$ cat src/rtl/bf16_pkg.sv
`default_nettype none
// ============================================================================
// bf16_pkg
// Shared bfloat16 format constants, FSM encodings and operand classifier.
// Rev 1.0 - initial release
// ============================================================================
package bf16_pkg;

  localparam int EXP_W = 8;
  localparam int MAN_W = 7;
  localparam int BIAS  = 127;

  localparam logic [15:0]      QNAN    = 16'h7FC0;
  localparam logic [EXP_W-1:0] EXP_MAX = 8'hFF;

  localparam logic [1:0] ST_IDLE = 2'd0;
  localparam logic [1:0] ST_DIV  = 2'd1;
  localparam logic [1:0] ST_NORM = 2'd2;
  localparam logic [1:0] ST_DONE = 2'd3;

  typedef enum logic [1:0] {
    CLS_ZERO = 2'd0,
    CLS_INF  = 2'd1,
    CLS_NAN  = 2'd2,
    CLS_NORM = 2'd3
  } cls_e;

  // Sign-free classification; denormals collapse into zero.
  function automatic cls_e bf16_classify(input logic [EXP_W+MAN_W-1:0] mag);
    cls_e cls;
    cls = CLS_NORM;
    if (mag[EXP_W+MAN_W-1:MAN_W] == '0) begin
      cls = CLS_ZERO;
    end else if (mag[EXP_W+MAN_W-1:MAN_W] == EXP_MAX) begin
      cls = (mag[MAN_W-1:0] == '0) ? CLS_INF : CLS_NAN;
    end
    return cls;
  endfunction

endpackage
`default_nettype wire

$ cat src/rtl/bf16_div_step.sv
`default_nettype none
// ============================================================================
// bf16_div_step
// One combinational restoring-division step producing a quotient bit.
// Rev 1.0 - initial release
// ============================================================================
module bf16_div_step (
  input  logic [8:0] rem_i,
  input  logic [7:0] mb_i,
  output logic [8:0] rem_next_o,
  output logic       qbit_o
);

  logic [8:0] mb9_w;
  logic [8:0] diff_w;

  assign mb9_w  = {1'b0, mb_i};
  assign qbit_o = (rem_i >= mb9_w);
  assign diff_w = qbit_o ? (rem_i - mb9_w) : rem_i;
  // diff < m_b <= 255, so the shift never loses a set bit.
  assign rem_next_o = diff_w << 1;

endmodule
`default_nettype wire

$ cat src/rtl/bf16_div_seq.sv
`default_nettype none
// ============================================================================
// bf16_div_seq
// Sequential bfloat16 divider: 9-step restoring mantissa divide, truncation.
// Rev 1.0 - initial release
// ============================================================================
module bf16_div_seq
  import bf16_pkg::*;
(
  input  logic        clk,
  input  logic        rst_n,
  input  logic        in_valid,
  output logic        in_ready,
  input  logic [15:0] flp_a,
  input  logic [15:0] flp_b,
  output logic        out_valid,
  input  logic        out_ready,
  output logic [15:0] quot,
  output logic [3:0]  flags
);

  logic [1:0]        state_q, state_d;
  logic [3:0]        cnt_q, cnt_d;
  logic              sign_q;
  logic signed [9:0] exp_q;
  logic [7:0]        mb_q;
  logic [8:0]        rem_q;
  logic [8:0]        q_q;
  logic [15:0]       res_q, quot_q;
  logic [3:0]        resf_q, flags_q;
  logic              out_valid_q;

  cls_e              cls_a_w, cls_b_w;
  logic              sign_w;
  logic              special_w;
  logic [15:0]       spec_res_w;
  logic [3:0]        spec_flags_w;
  logic signed [9:0] exp_tmp_w;
  logic signed [9:0] exp_n_w;
  logic [MAN_W-1:0]  mant_w;
  logic [15:0]       norm_res_w;
  logic [3:0]        norm_flags_w;
  logic [8:0]        rem_next_w;
  logic              qbit_w;

  assign cls_a_w   = bf16_classify(flp_a[14:0]);
  assign cls_b_w   = bf16_classify(flp_b[14:0]);
  assign sign_w    = flp_a[15] ^ flp_b[15];
  assign exp_tmp_w = $signed({2'b00, flp_a[14:7]}) - $signed({2'b00, flp_b[14:7]})
                   + $signed(10'(BIAS));

  always_comb begin
    special_w    = 1'b1;
    spec_res_w   = {sign_w, EXP_MAX, 7'd0};
    spec_flags_w = 4'b0000;
    if (cls_a_w == CLS_NAN || cls_b_w == CLS_NAN ||
        (cls_a_w == CLS_ZERO && cls_b_w == CLS_ZERO) ||
        (cls_a_w == CLS_INF && cls_b_w == CLS_INF)) begin
      spec_res_w   = QNAN;
      spec_flags_w = 4'b1000;
    end else if (cls_b_w == CLS_ZERO) begin
      spec_flags_w = 4'b0100;
    end else if (cls_a_w == CLS_INF) begin
      spec_flags_w = 4'b0000;
    end else if (cls_a_w == CLS_ZERO || cls_b_w == CLS_INF) begin
      spec_res_w   = {sign_w, 8'h00, 7'd0};
    end else begin
      special_w    = 1'b0;
    end
  end

  bf16_div_step u_step (
    .rem_i      (rem_q),
    .mb_i       (mb_q),
    .rem_next_o (rem_next_w),
    .qbit_o     (qbit_w)
  );

  // Mantissas are in [1,2), so the quotient lies in (0.5,2): q[8] or q[7] is set.
  always_comb begin
    if (q_q[8]) begin
      mant_w  = q_q[7:1];
      exp_n_w = exp_q;
    end else begin
      mant_w  = q_q[6:0];
      exp_n_w = exp_q - 10'sd1;
    end
    norm_res_w   = {sign_q, exp_n_w[7:0], mant_w};
    norm_flags_w = 4'b0000;
    if (exp_n_w >= 10'sd255) begin
      norm_res_w   = {sign_q, EXP_MAX, 7'd0};
      norm_flags_w = 4'b0010;
    end else if (exp_n_w <= 10'sd0) begin
      norm_res_w   = {sign_q, 8'h00, 7'd0};
      norm_flags_w = 4'b0001;
    end
  end

  always_comb begin
    state_d = state_q;
    cnt_d   = cnt_q;
    case (state_q)
      ST_IDLE: if (in_valid) begin
        state_d = special_w ? ST_DONE : ST_DIV;
        cnt_d   = 4'd0;
      end
      ST_DIV: begin
        cnt_d = cnt_q + 4'd1;
        if (cnt_q == 4'd8) state_d = ST_NORM;
      end
      ST_NORM: state_d = ST_DONE;
      default: if (out_valid_q && out_ready) state_d = ST_IDLE;
    endcase
  end

  always_ff @(posedge clk or negedge rst_n) begin
    if (!rst_n) begin
      state_q     <= ST_IDLE;
      cnt_q       <= 4'd0;
      sign_q      <= 1'b0;
      exp_q       <= '0;
      mb_q        <= 8'd0;
      rem_q       <= 9'd0;
      q_q         <= 9'd0;
      res_q       <= 16'd0;
      resf_q      <= 4'd0;
      quot_q      <= 16'd0;
      flags_q     <= 4'd0;
      out_valid_q <= 1'b0;
    end else begin
      state_q <= state_d;
      cnt_q   <= cnt_d;
      case (state_q)
        ST_IDLE: if (in_valid) begin
          sign_q <= sign_w;
          res_q  <= spec_res_w;
          resf_q <= spec_flags_w;
          exp_q  <= exp_tmp_w;
          rem_q  <= {2'b01, flp_a[6:0]};
          mb_q   <= {1'b1, flp_b[6:0]};
          q_q    <= 9'd0;
        end
        ST_DIV: begin
          rem_q <= rem_next_w;
          q_q   <= {q_q[7:0], qbit_w};
        end
        ST_NORM: begin
          res_q  <= norm_res_w;
          resf_q <= norm_flags_w;
        end
        default: begin
          // Output register loads once on entry to DONE, then holds until accepted.
          if (!out_valid_q) begin
            out_valid_q <= 1'b1;
            quot_q      <= res_q;
            flags_q     <= resf_q;
          end else if (out_ready) begin
            out_valid_q <= 1'b0;
          end
        end
      endcase
    end
  end

  assign in_ready  = (state_q == ST_IDLE);
  assign out_valid = out_valid_q;
  assign quot      = quot_q;
  assign flags     = flags_q;

endmodule
`default_nettype wire

$ cat config.mk
export PLATFORM = sky130hd
export DESIGN_NAME = bf16_div_seq
export DESIGN_NICKNAME = d
export VERILOG_FILES = /design/src/rtl/bf16_pkg.sv /design/src/rtl/bf16_div_step.sv /design/src/rtl/bf16_div_seq.sv
export SDC_FILE = /design/constraint.sdc
export NUM_CORES = 1
export LEC_CHECK = 0
export BUFFER_PORTS_ARGS = -buffer_cell sky130_fd_sc_hd__buf_2
export CAP_MARGIN = 15
export CORE_MARGIN = 2
export CORE_UTILIZATION = 47
export CTS_BUF_LIST = sky130_fd_sc_hd__clkbuf_4 sky130_fd_sc_hd__clkbuf_8
export DETAILED_ROUTE_END_ITERATION = 7
export PLACE_DENSITY = 0.65
export SLEW_MARGIN = 20
export SYNTH_ARGS = -nofsm -noshare
export SYNTH_HDL_FRONTEND = slang
export SYNTH_SLANG_ARGS = --single-unit
export TNS_END_PERCENT = 20
$ cat constraint.sdc
create_clock -name clk -period 2.6 [get_ports clk]
set_clock_uncertainty 0.05 [all_clocks]
set_input_delay 0.65 -clock clk [delete_from_list [all_inputs] [get_ports clk]]
set_output_delay 0.65 -clock clk [all_outputs]
set_load 0.005 [all_outputs]
Word level (Yosys, flattened, before mapping):

Index checks and enable logic that the tools add are counted.

* add/sub/neg operators: 5
* muxes and demuxes: 40
* order comparisons: 3
* reductions and logical operators: 23
* equality and inequality tests: 11
* bitwise logic cells: 3

Operator list (number)
* $mux W15: 5
* $pmux W9 S2: 2
* $mux W16: 2
* $pmux W16 S2: 1
* $mux W2: 11
* $mux W9: 2
* $eq A8 B8 Y1 const B: 2
* $logic_not A8 Y1: 2
* $pmux W4 S2: 2
* $logic_not A7 Y1: 2
* $mux W4: 3
* $add A9 B8 Y10 const B: 1
* $ge A10 B9 Y1 const B: 1
* $le A10 B1 Y1 const B: 1
* $mux W10: 1
* $sub A10 B2 Y10 const B: 1
* $ge A9 B8 Y1: 1
* $sub A8 B8 Y9: 1
* $mux W8: 1
* $reduce_and A2 Y1: 4
* $sub A8 B8 Y8: 1
* $mux W1: 7
* $mux W7: 1
* $eq A2 B1 Y1 const B: 3
* 15 further kinds: 27

* bits of input ports: 36
* word-level logic and storage cells: 97
* output and inout bits: 22
* register bits: 84

Logic depth before layout (Yosys ltp):

* depth in word-level cells: 13
* mapped depth: 11
* gate-level depth less buffers: 11

By module:

From an unflattened synthesis, not the netlist that was laid out.

* cell total of the unflattened synthesis: 553
* area total of the unflattened synthesis: 5439.0 um^2

Modules (own cells, without submodules)
* bf16_div_seq: area an instance 4888.4 um^2, times used 1, cells an instance 485, seq. area each 2102.0 um^2
* bf16_div_step: area an instance 550.5 um^2, times used 1, cells an instance 68, seq. area each 0.0 um^2

Least setup slack after synthesis:

No wires, ideal clock.

* kind: input to register
* start point: input flp_a[7]
* end point: register exp_q[7]
* data required time: 2.416 ns
* path buffers: 0
* arrival time: 2.557 ns
* stages on the path: 11
* setup slack: -0.141 ns
* setup time: 0.134 ns
* cell sequence: inv_1 -> ha_1 -> inv_1 -> fa_1 -> and3_1 -> o21ai_0 -> a21boi_1 -> xnor2_1 -> nor4b_1 -> xnor2_1 -> o21ai_0

* longest elaborated chain between the ends: 2

Ends and longest elaborated chain
* start: declaration: RTL line bf16_div_seq.sv:14 `input logic [15:0] flp_a,`
* $sub A8 B8 Y9: RTL line bf16_div_seq.sv:49 `assign exp_tmp_w = $signed({2'b00, flp_a[14:7]}) - $signed({2'b00, flp_b[14:7]})`
* $add A9 B8 Y10: RTL line bf16_div_seq.sv:50 `+ $signed(10'(BIAS));`
* end signal: assignment: RTL line bf16_div_seq.sv:138 `exp_q <= exp_tmp_w;`
* end: declaration: RTL line bf16_div_seq.sv:25 `logic signed [9:0] exp_q;`

Every way passes these cells.
A chain may end at the register's enable or synchronous reset.

Worst setup path in the final report:

* start point: register mb_q[1]
* end point: register rem_q[6]

* longest elaborated chain between the ends: 3
* elaborated cells between the ends (all ways): 4
* classes of those cells: add/sub: 1; order compare: 1; mux: 2

Ends and longest elaborated chain
* start: declaration: RTL line bf16_div_seq.sv:26 `logic [7:0] mb_q;`
* start signal: assignment: RTL line bf16_div_seq.sv:140 `mb_q <= {1'b1, flp_b[6:0]};`
* $sub A8 B8 Y8 / $ge A9 B8 Y1 (equally long branches): RTL line bf16_div_step.sv:19, bf16_div_step.sv:18
* $mux W8 (*): RTL line bf16_div_step.sv:19 `assign diff_w = qbit_o ? (rem_i - mb9_w) : rem_i;`
* $pmux W9 S2 (*): RTL line bf16_div_seq.sv:133 `case (state_q)`
* end signal: assignment: RTL line bf16_div_seq.sv:139 `rem_q <= {2'b01, flp_a[6:0]};`
* end signal: assignment: RTL line bf16_div_seq.sv:144 `rem_q <= rem_next_w;`
* end: declaration: RTL line bf16_div_seq.sv:27 `logic [8:0] rem_q;`

Every way passes the cells marked *; elsewhere a longest branch is shown, timed or not.

==> results_tabular.tex <==
\begin{tabular}{lr}
\hline
Metric & Value \\
\hline
\multicolumn{2}{l}{\textbf{Floorplan}} \\
Die Span X & 107 um \\
Number of placed I/O pins & 58 \\
Core Region & 10300 sq um \\
Number of cell rows & 37 \\
Die Footprint & about 11000 sq um \\
Initial Util & a little under 50\% \\
Height of the chip & 107 um \\
\multicolumn{2}{l}{\textbf{Finish}} \\
Total Nets Final & about 630 \\
Share of layout cells above drive strength 1 & a little over a quarter \\
Layout overhead on the synthesized area & 16.4\% \\
Ant. Diodes & 0 \\
Filler cells & between 900 and 1k \\
Post-route standard cell area excluding fillers & approximately 5800 sq um \\
Final design utilization & 56.2\% \\
\multicolumn{2}{l}{\textbf{Synth}} \\
Most common library cells after synthesis & 84 x dfrtp\_1, 46 x nand2\_1, 32 x mux2\_2 \\
Asr flop ratio synth & 100\% \\
Cell taking the most area after synthesis & dfrtp\_1 \\
Mean instance size in the synthesized netlist & 10.2 sq um \\
Synthesized area & 4960 sq um \\
Area share of the largest cell type after synthesis & 42.4\% \\
Yosys warning total & 0 \\
Primary FF master, synth & dfrtp\_1 \\
Cells after synthesis & roughly 490 \\
Cell with the most instances after synthesis & dfrtp\_1 \\
Cell types with the largest area share after synthesis & dfrtp\_1 42\%, mux2\_2 7.3\%, ha\_1 6.3\%, nand2\_1 3.5\%, mux2i\_1 3.0\% \\
Cell variety after synth & 65 \\
Sequential element share of the synthesized area & between 40\% and 50\% \\
Number of flops mapped to enable cells by yosys & 0 \\
Synthesized net count & around 550 \\
Post-synthesis sequential element count & 84 \\
\multicolumn{2}{l}{\textbf{Global routing}} \\
Number of global-route vias before repair & around 3.8k \\
Total global routing track utilization & around a fifth \\
Antenna violations before repair & 0 \\
Total global routing overflow & 0 \\
First-pass GRT wire length & $\sim$18 mm \\
Largest net degree at the start of global routing & 44 \\
\multicolumn{2}{l}{\textbf{Worst setup path}} \\
Worst Path Class, Setup & reg2reg \\
Nature of the critical path endpoint & flip-flop \\
Data arrival time of the worst path & approximately 2.6 ns \\
Crit start category & flip-flop \\
Critical Path Fanout Max & 6 \\
Required time worst endpoint & roughly 2.8 ns \\
\multicolumn{2}{l}{\textbf{Placement}} \\
Cell area after placement & between 5000 and 6000 sq um \\
Setup slack after placement & -0.238 ns \\
Final GP Congestion & about 0.85 \\
Port Buf Inserts & 57 \\
Final HPWL from detailed placement & roughly 7.9 mm \\
\multicolumn{2}{l}{\textbf{CTS}} \\
Clock tree from TritonCTS & done \\
Buffer depth of the longest clock path & 2 \\
Clock sink count & 84 \\
CTS Hold Buffers Added & 0 \\
Inserted Clock Buffers & 9 \\
Clk Latency, worst-skew pair & 0.37 ns \\
CTS clock-pin slew for the worst setup and hold paths & approximately 0.090 ns \\
CTS H-Tree Depth & 3 \\
Clock root buffer & clkbuf\_8 \\
\multicolumn{2}{l}{\textbf{STA}} \\
Unrepaired setup endpoints after global routing & no \\
Sum of negative setup slack & 0 ns \\
Fin worst setup slack & 0.182 ns \\
Total count of hold-check failures in the final report & 0 \\
Remaining max-slew budget at the tightest pin & 63.4\% \\
WHS & approximately 0.21 ns \\
Fin. max-slew vios & 0 \\
Maximum achievable frequency & 0.414 GHz \\
Final setup fails & 0 \\
Final period util & roughly 93\% \\
Measured slew at the worst slew-check pin & about 0.55 ns \\
Post-layout minimum cycle time & approximately 2.4 ns \\
\multicolumn{2}{l}{\textbf{Detailed routing}} \\
Vias & slightly below 4k \\
Iteration-0 DRC count of the detailed router & 130 \\
First-pass DRT Iterations & 4 \\
Via density & 5.46 \\
Number of remaining DRC errors & 0 \\
Wire length per cell & 14.7 um \\
Remaining number of nets flagged by the antenna check after routing & 0 \\
Routed wire length & about 10 mm \\
\multicolumn{2}{l}{\textbf{Pwr}} \\
Worst vdd ir & 0.741 mV \\
Pwr/cell area & between 1000 and 1500 nW/um\^{}2 \\
Static power due to leakage & 0.00269 uW \\
\multicolumn{2}{l}{\textbf{Run status}} \\
Run status & finished, final reports clean \\
\multicolumn{2}{l}{\textbf{Worst hold path}} \\
Worst Hold Class & in2async \\
\multicolumn{2}{l}{\textbf{Flow run}} \\
Max-capacitance violation count & 0 \\
\hline
\end{tabular}
sequential cells by signal (all words and copies together), names as in the netlist, 8 cells and up:
name and cells:
mb_q 8, res_q 16, q_q 9, rem_q 9, quot 16, exp_q 10
per-stage QoR:
| stage | instances | total power, uW |
|---|---|---|
| final | 703 | 6590 |
| after global routing | 703 | 7170 |
| after CTS | 703 | 6600 |
| after detailed placement | 687 | 5600 |
| after global placement | 687 | 5500 |
| after floorplan | 486 | 4700 |
metal layers:
layer	GRT usage, %	part of all wire (%)	up-vias
li1	-	-	1906
met1	26.3	48	1842
met2	32.3	46	81
met3	3.22	4.5	12
met4	6.22	1.3	0
met5	0	0	-
final timing paths:
path | startpoint | end | slack (ns) | cells after the start
worst max register to register | mb_q[1]$_DFFE_PN0P_ | rem_q[6]$_DFFE_PN0P_ | 0.18 | 10
worst min-delay path | rst_n | quot[12]$_DFFE_PN0P_ | 0.21 | 1
worst max-delay path | mb_q[1]$_DFFE_PN0P_ | rem_q[6]$_DFFE_PN0P_ | 0.18 | 10
worst min register to register | mb_q[7]$_DFFE_PN0P_ | mb_q[7]$_DFFE_PN0P_ | 0.41 | 2
max in group asynchronous | rst_n | rem_q[3]$_DFFE_PN0P_ | 1.68 | 2
min in group clk | mb_q[7]$_DFFE_PN0P_ | mb_q[7]$_DFFE_PN0P_ | 0.41 | 2
report_power, final:
| group | switching [uW] | internal [uW] |
|---|---|---|
| sequential | 398 | 1790 |
| clock | 524 | 459 |
| combinational | 1760 | 1650 |
critical path, stage by stage (launching register included):
cell      delay, ns
dfrtp_1        0.40
inv_1          0.06
ha_1           0.29
nor2b_1        0.15
o21bai_1       0.12
a21boi_1       0.09
o311a_1        0.38
o32ai_4        0.19
buf_4          0.22
mux2i_1        0.20
o221ai_1       0.12
cells in the final DEF, fill, tap and decap left out, drive strengths merged, types with 10 or more instances in the layout:
master	n
inv	31
a22o	11
xor2	11
ha	25
nor4	10
buf	88
mux2i	15
nor2	26
o21ai	30
xnor2	17
a21oi	17
mux2	32
dfrtp	84
nand2	47
cells by family after synthesis:
| family | share of synthesized area (%) |
|---|---|
| and+or+nand+nor | 14.1 |
| AOI/OAI and AO/OA | 16.3 |
| DFF | 42.4 |
| buffers and inverters | 4.89 |
| muxes | 10.3 |
| xor gates and xnor gates | 4.94 |
| adders and majority gates | 7.11 |
what timing repair did:
item / 4_1_cts / 5_1_grt
resized for setup: 0 / 2
setup buffers: 0 / 0
endpoints found under the setup margin: 0 / 3
hold endpoints to repair: 0 / 0
final cells by class:
type | count | area, sq um | share of cell area (%)
multi-input cells | 351 | 2660 | 46.0
inverters | 28 | 105 | 1.82
well taps | 136 | 170 | 2.95
repair buffers | 88 | 533 | 9.23
clock buffers | 9 | 124 | 2.15
clock inverters | 7 | 82.6 | 1.43
flip-flops and latches | 84 | 2100 | 36.4
(Power assumes the default switching activity.)
